File: config.mk
export PLATFORM = sky130hd
export DESIGN_NAME = i4004_timing
export DESIGN_NICKNAME = d
export VERILOG_FILES = /design/src/rtl/i4004_pkg.sv /design/src/rtl/i4004_phase_gen.sv /design/src/rtl/i4004_timing.sv
export SDC_FILE = /design/constraint.sdc
export NUM_CORES = 1
export LEC_CHECK = 0
export ABC_CLOCK_PERIOD_IN_PS = 2000
export CORE_MARGIN = 1
export CORE_UTILIZATION = 50
export CTS_CLUSTER_DIAMETER = 150
export DETAILED_ROUTE_END_ITERATION = 6
export PLACE_DENSITY = 0.76
export SYNTH_ARGS = -nofsm -noshare
export SYNTH_HDL_FRONTEND = slang
export SYNTH_SLANG_ARGS = --single-unit
File: constraint.sdc
create_clock -name clk_i -period 2 [get_ports clk_i]
set_input_delay 0.5 -clock clk_i [delete_from_list [all_inputs] [get_ports clk_i]]
set_output_delay 0.5 -clock clk_i [all_outputs]
set_load 0.005 [all_outputs]
File: src/rtl/i4004_pkg.sv
// Shared 4004 timing definitions: subcycle encoding and reset sequencer length.
package i4004_pkg;

    localparam logic [2:0] STATE_A1 = 3'd0;
    localparam logic [2:0] STATE_A2 = 3'd1;
    localparam logic [2:0] STATE_A3 = 3'd2;
    localparam logic [2:0] STATE_M1 = 3'd3;
    localparam logic [2:0] STATE_M2 = 3'd4;
    localparam logic [2:0] STATE_X1 = 3'd5;
    localparam logic [2:0] STATE_X2 = 3'd6;
    localparam logic [2:0] STATE_X3 = 3'd7;

    localparam int unsigned RESET_CYCLES = 8;

    typedef enum logic [2:0] {
        StA1 = STATE_A1,
        StA2 = STATE_A2,
        StA3 = STATE_A3,
        StM1 = STATE_M1,
        StM2 = STATE_M2,
        StX1 = STATE_X1,
        StX2 = STATE_X2,
        StX3 = STATE_X3
    } state_e;

    function automatic state_e next_state(input state_e s);
        logic [2:0] n;
        n = s + 3'd1;
        return state_e'(n);
    endfunction

endpackage

File: src/rtl/i4004_phase_gen.sv
// Two-phase non-overlapping clock generator: four slots of DIV clocks per subcycle.
module i4004_phase_gen #(
    parameter int unsigned DIV = 2
) (
    input  logic clk_i,
    input  logic rst_n_i,
    output logic phi1_o,
    output logic phi2_o,
    output logic phi2_stb_o,
    output logic slot_end_o
);

    localparam int unsigned CW = (DIV > 1) ? $clog2(DIV) : 1;
    localparam logic [CW-1:0] CNT_MAX = CW'(DIV - 1);

    // cnt_q/slot_q hold the position of the clock cycle that the next edge starts.
    logic [CW-1:0] cnt_q, cnt_d;
    logic [1:0]    slot_q, slot_d;
    logic          phi1_q, phi1_d;
    logic          phi2_q, phi2_d;
    logic          stb_q, stb_d;
    logic          end_q, end_d;

    always_comb begin
        cnt_d  = cnt_q + 1'b1;
        slot_d = slot_q;
        if (cnt_q == CNT_MAX) begin
            cnt_d  = '0;
            slot_d = slot_q + 2'd1;
        end
        phi1_d = (slot_q == 2'd0);
        phi2_d = (slot_q == 2'd2);
        stb_d  = (slot_q == 2'd2) && (cnt_q == '0);
        end_d  = (slot_q == 2'd3) && (cnt_q == CNT_MAX);
    end

    always_ff @(posedge clk_i or negedge rst_n_i) begin
        if (!rst_n_i) begin
            cnt_q  <= '0;
            slot_q <= 2'd0;
            phi1_q <= 1'b0;
            phi2_q <= 1'b0;
            stb_q  <= 1'b0;
            end_q  <= 1'b0;
        end else begin
            cnt_q  <= cnt_d;
            slot_q <= slot_d;
            phi1_q <= phi1_d;
            phi2_q <= phi2_d;
            stb_q  <= stb_d;
            end_q  <= end_d;
        end
    end

    assign phi1_o     = phi1_q;
    assign phi2_o     = phi2_q;
    assign phi2_stb_o = stb_q;
    assign slot_end_o = end_q;

endmodule

File: src/rtl/i4004_timing.sv
// 4004 timing unit: subcycle sequencer, SYNC/address decodes and core reset sequencer.
// Define I4004_TIMING_WAIT_EN to add wait_i, which stretches M2 by whole subcycles.
module i4004_timing
    import i4004_pkg::*;
#(
    parameter int unsigned DIV = 2
) (
    input  logic       clk_i,
    input  logic       rst_n_i,
`ifdef I4004_TIMING_WAIT_EN
    input  logic       wait_i,
`endif
    output logic       PHI1_o,
    output logic       PHI2_o,
    output logic       SYNC_o,
    output logic [2:0] state_o,
    output logic       phi2_stb_o,
    output logic       addr_drive_o,
    output logic       cpu_reset_o,
    output logic [7:0] instr_cnt_o
);

    localparam int unsigned RCW = $clog2(RESET_CYCLES + 1);

    logic slot_end;

    i4004_phase_gen #(
        .DIV(DIV)
    ) u_phase_gen (
        .clk_i      (clk_i),
        .rst_n_i    (rst_n_i),
        .phi1_o     (PHI1_o),
        .phi2_o     (PHI2_o),
        .phi2_stb_o (phi2_stb_o),
        .slot_end_o (slot_end)
    );

    state_e         state_q, state_d;
    logic           sync_q, sync_d;
    logic           addr_q, addr_d;
    logic           cpu_rst_q, cpu_rst_d;
    logic [RCW-1:0] rst_cnt_q, rst_cnt_d;
    logic [7:0]     instr_q, instr_d;
    logic           wrap;

    always_comb begin
        state_d   = state_q;
        cpu_rst_d = cpu_rst_q;
        rst_cnt_d = rst_cnt_q;
        instr_d   = instr_q;
        wrap      = slot_end && (state_q == StX3);

        if (slot_end) begin
            state_d = next_state(state_q);
`ifdef I4004_TIMING_WAIT_EN
            if ((state_q == StM2) && wait_i) begin
                state_d = StM2;
            end
`endif
        end

        // The X3->A1 that leaves reset starts the first counted instruction.
        if (wrap) begin
            if (cpu_rst_q) begin
                if (rst_cnt_q == RCW'(RESET_CYCLES)) begin
                    cpu_rst_d = 1'b0;
                end else begin
                    rst_cnt_d = rst_cnt_q + 1'b1;
                end
            end else begin
                instr_d = instr_q + 8'd1;
            end
        end

        sync_d = (state_d != StX3);
        addr_d = (state_d == StA1) || (state_d == StA2) || (state_d == StA3);
    end

    always_ff @(posedge clk_i or negedge rst_n_i) begin
        if (!rst_n_i) begin
            state_q   <= StX3;
            sync_q    <= 1'b0;
            addr_q    <= 1'b0;
            cpu_rst_q <= 1'b1;
            rst_cnt_q <= '0;
            instr_q   <= 8'd0;
        end else begin
            state_q   <= state_d;
            sync_q    <= sync_d;
            addr_q    <= addr_d;
            cpu_rst_q <= cpu_rst_d;
            rst_cnt_q <= rst_cnt_d;
            instr_q   <= instr_d;
        end
    end

    assign state_o      = state_q;
    assign SYNC_o       = sync_q;
    assign addr_drive_o = addr_q;
    assign cpu_reset_o  = cpu_rst_q;
    assign instr_cnt_o  = instr_q;

endmodule

==> results of run 1 <==
## Yosys cell counts
cell type  instances
and2_1             2
and3_2             1
buf_4              1
dfrtp_1           21
dfstp_2            4
ha_1               8
inv_1              5
mux2_2             3
nand2_1            8
nand2b_4           1
nand3_1            2
nand3b_1           3
nand4_1            1
nand4_2            1
nand4b_1           1
nor2_1             4
nor2b_1            1
nor3_1             2
nor4_2             1
o21a_1             1
o21ai_0            3
xnor2_1            4
xor2_1             8
## area by class of cell
type / count / share of cell area, %
repair buffers: 19 / 14.11
inverters: 5 / 1.411
multi-input cells: 55 / 32.27
clock buffers: 3 / 1.693
flip-flops and latches: 25 / 47.41
clock inverters: 1 / 0.5644
well taps: 27 / 2.540
## per-layer routing
metal  vias up  track usage, %
met2        12           29.86
li1        326               -
met5         -               0
met3         5           3.145
met1       313           19.05
met4         0           8.824
## per-stage QoR
| stage | setup WS (ns) | total power, mW | util (%) | cell area (um^2) |
|---|---|---|---|---|
| CTS | 0.04562 | 0.7606 | 66.44 | 1330 |
| floorplan | 0.4277 | 0.5153 | - | 1086 |
| finish | 0.07170 | 0.7442 | 66.44 | 1330 |
| detailed placement | 0.3299 | 0.5284 | 64.94 | 1300 |
| global route | 0.007805 | 0.7829 | 66.44 | 1330 |
| global placement | 0.3994 | 0.5280 | 64.94 | 1300 |
## power by group through the flow
stage	combinational (mW)	clock, mW	sequential (mW)
CTS	0.0132	0.241	0.506
global route	0.0150	0.262	0.506
detailed placement	0.0132	0	0.515
finish	0.0123	0.226	0.506
floorplan	0.000000213	0	0.515
global placement	0.0129	0	0.515
## how the worst max path moves through the flow
stage | cells after the start | to | start | slack (ns)
2_1_floorplan | 5 | instr_cnt_o[7]$_DFFE_PN0P_ | state_o[0]$_DFF_PN1_ | 0.43
3_3_place_gp | 5 | instr_cnt_o[7]$_DFFE_PN0P_ | state_o[0]$_DFF_PN1_ | 0.40
3_5_place_dp | 5 | instr_cnt_o[7]$_DFFE_PN0P_ | state_o[0]$_DFF_PN1_ | 0.33
4_1_cts | 1 | cpu_reset_o | cpu_reset_o$_DFFE_PN1P_ | 0.05
5_1_grt | 1 | cpu_reset_o | cpu_reset_o$_DFFE_PN1P_ | 0.008
6_report | 1 | cpu_reset_o | cpu_reset_o$_DFFE_PN1P_ | 0.07
## registers in the layout, indices dropped and copies added (netlist names)
name,count
SYNC_o,1
addr_drive_o,1
cpu_reset_o,1
instr_cnt_o,8
rst_cnt_q,4
state_o,3
u_phase_gen.cnt_q,1
u_phase_gen.phi1_o,1
u_phase_gen.phi2_o,1
u_phase_gen.phi2_stb_o,1
u_phase_gen.slot_end_o,1
u_phase_gen.slot_q,2
## cell families after synthesis
group	after synthesis	share of synthesized area [%]
AOI/OAI and AO/OA	4	2.074
and+or+nand+nor	28	15.44
xor gates and xnor gates	12	9.677
buffers and inverters	6	2.420
DFF	25	58.06
adders and majority gates	8	9.217
muxes	3	3.110
==> flow_summary.toml, run 1 <==
[logic_synthesis]
yosysUniqueCellTypes = 23
synth_top_area_cell = "dfrtp_1"
syn_area_um2 = 1086
synthCells = 86
synth-seq-cells = 25
synth_seq_area_share_pct = 58.06
synth_top_area_share_pct = 48.39
synth_area_leaders = "dfrtp_1 48%, dfstp_2 9.7%, ha_1 9.2%"
synth_warnings = 0
postSynthAreaPerCell_um2 = 12.63
synth_fp_nets = 96

[worst_setup_path]
critPathRequiredTime_ns = 1.50
slowest_delay_ns = 0.59
worstRegToRegCells = 5
regToRegSetupSlack_ns = 0.32
worst_setup_path_end_kind = "primary output"
worstPathArrival_ns = 1.43
critical-path-top-delay-family = "flip-flops"
r2r_start = "state_o[0]$_DFF_PN1_"
crit_path_start_kind = "flop"
worstPathMaxFanout = 6
criticalPathCategory = "reg2out"
path_cells = "clkdlybuf4s50_1"
worstReg2RegEnd = "instr_cnt_o[7]$_DFFE_PN0P_"
crit_slowest_cell = "dfstp_2"
cp_num_buf_inv = 1

[detailed_routing]
wl_met1_um = 684
dr.pass1.iters = 2
drtAntennaViolNets = 0
wire_per_inst_um = 11.73
dr_total_vias = 656
drt-total-wl_um = 1584
viasPerCell = 4.859
routed.top_layer = "met4"
met3WireLength_um = 53
drc_errors = 0
dr.first_iter.drc_count = 6
wl_met2_um = 806

[clocking]
post_cts_resized = 0
clk_path_buf_depth = 2
cts.sinks = 25
clock-root-buffer = "clkbuf_4"
clock_latency_ns = 0.32
ctsHoldBuffers = 0
cts_tree = "yes"
clk_pin_slew_ns = 0.14
htreeDepth = 1
postCtsSetupRepairBufs = 0
cts_inserted_buffers = 3

[timing]
fin_crit_sh_pct = 96.41
fmax_ghz = 0.5186
final-max-slew-violation-count = 0
hold_violations = 0
rsz0062_at_grt = "no"
finalCriticalPeriod_ns = 1.928
fin_setup_tns_ns = 0
setup_viol = 0
finClkSkew_ns = 0.006067
relSlewSlack_pct = 73.51
holdWs_ns = 0.4883
tightestPinTransition_ns = 0.3974

[power_and_ir_drop]
internal_power_mw = 0.5853
swShare_pct = 21.35
clkPwrFrac_pct = 30.4
p_seq_share_pct = 68.0
comb_power_share_pct = 1.7
power.density_nw_per_um2 = 559.5
p_leak_nw = 0.6131
peakVddDrop_v = 0.0004694
p_sw_mw = 0.1589

[worst_hold_path]
min_from = "instr_cnt_o[7]$_DFFE_PN0P_"
hold_path_end = "instr_cnt_o[7]$_DFFE_PN0P_"
whs_path_depth = 1
hold_path.class = "reg2reg"

[grt]
grt_max_degree = 26
grt_pass1_wl_um = 2994
gr-total-overflow = 0
grt_pass1_vias = 703
antenna_found_initial = 0
track_usage_pct = 16.84

[placed_design]
place_inst = 131
place.gp.congestion = 0.7845
io_buffers = 18
dp_hpwl_um = 1177

[cells_and_area]
multi_input_comb_area_um2 = 429.2
layout_common_cells = "21 x dfrtp_1, 18 x clkdlybuf4s50_1, 8 x xor2_1, 8 x nand2_1, 8 x ha_1"
finalNonFillerCells = 135
layout_commonest_cell = "dfrtp_1"
nets = 119
fillers = 176
area_growth_pct = 22.47
drive_above_1_share_pct = 14.81
register_area_um2 = 630.6
diodes = 0

[die]
rows = 16
core_area_um2 = 2002
die_area_um2 = 2362
start_util_pct = 54.25
dieHeight_um = 48.61
fp.dieW_um = 48.61
io_pins = 19

[run_status]
status = "completed"

[flow_run]
drv_cap = 0
Note: power is estimated with default switching activity, not from simulation.
==> run 2: changes to the inputs <==
--- a/config.mk
+++ b/config.mk
@@ -8,7 +8,6 @@
 export ABC_CLOCK_PERIOD_IN_PS = 2000
 export CORE_MARGIN = 1
 export CORE_UTILIZATION = 50
-export CTS_CLUSTER_DIAMETER = 150
 export DETAILED_ROUTE_END_ITERATION = 6
 export PLACE_DENSITY = 0.76
 export SYNTH_ARGS = -nofsm -noshare
==> results of run 2 <==
The final DEF is identical to that of run 1; final timing and power are the same.
==> run 3: changes to the inputs <==
--- a/config.mk
+++ b/config.mk
@@ -10,6 +10,7 @@
 export CORE_UTILIZATION = 50
 export DETAILED_ROUTE_END_ITERATION = 6
 export PLACE_DENSITY = 0.76
+export SKIP_CTS_REPAIR_TIMING = 1
 export SYNTH_ARGS = -nofsm -noshare
 export SYNTH_HDL_FRONTEND = slang
 export SYNTH_SLANG_ARGS = --single-unit
==> results of run 3 <==
The final DEF is identical to that of run 1; final timing and power are the same.
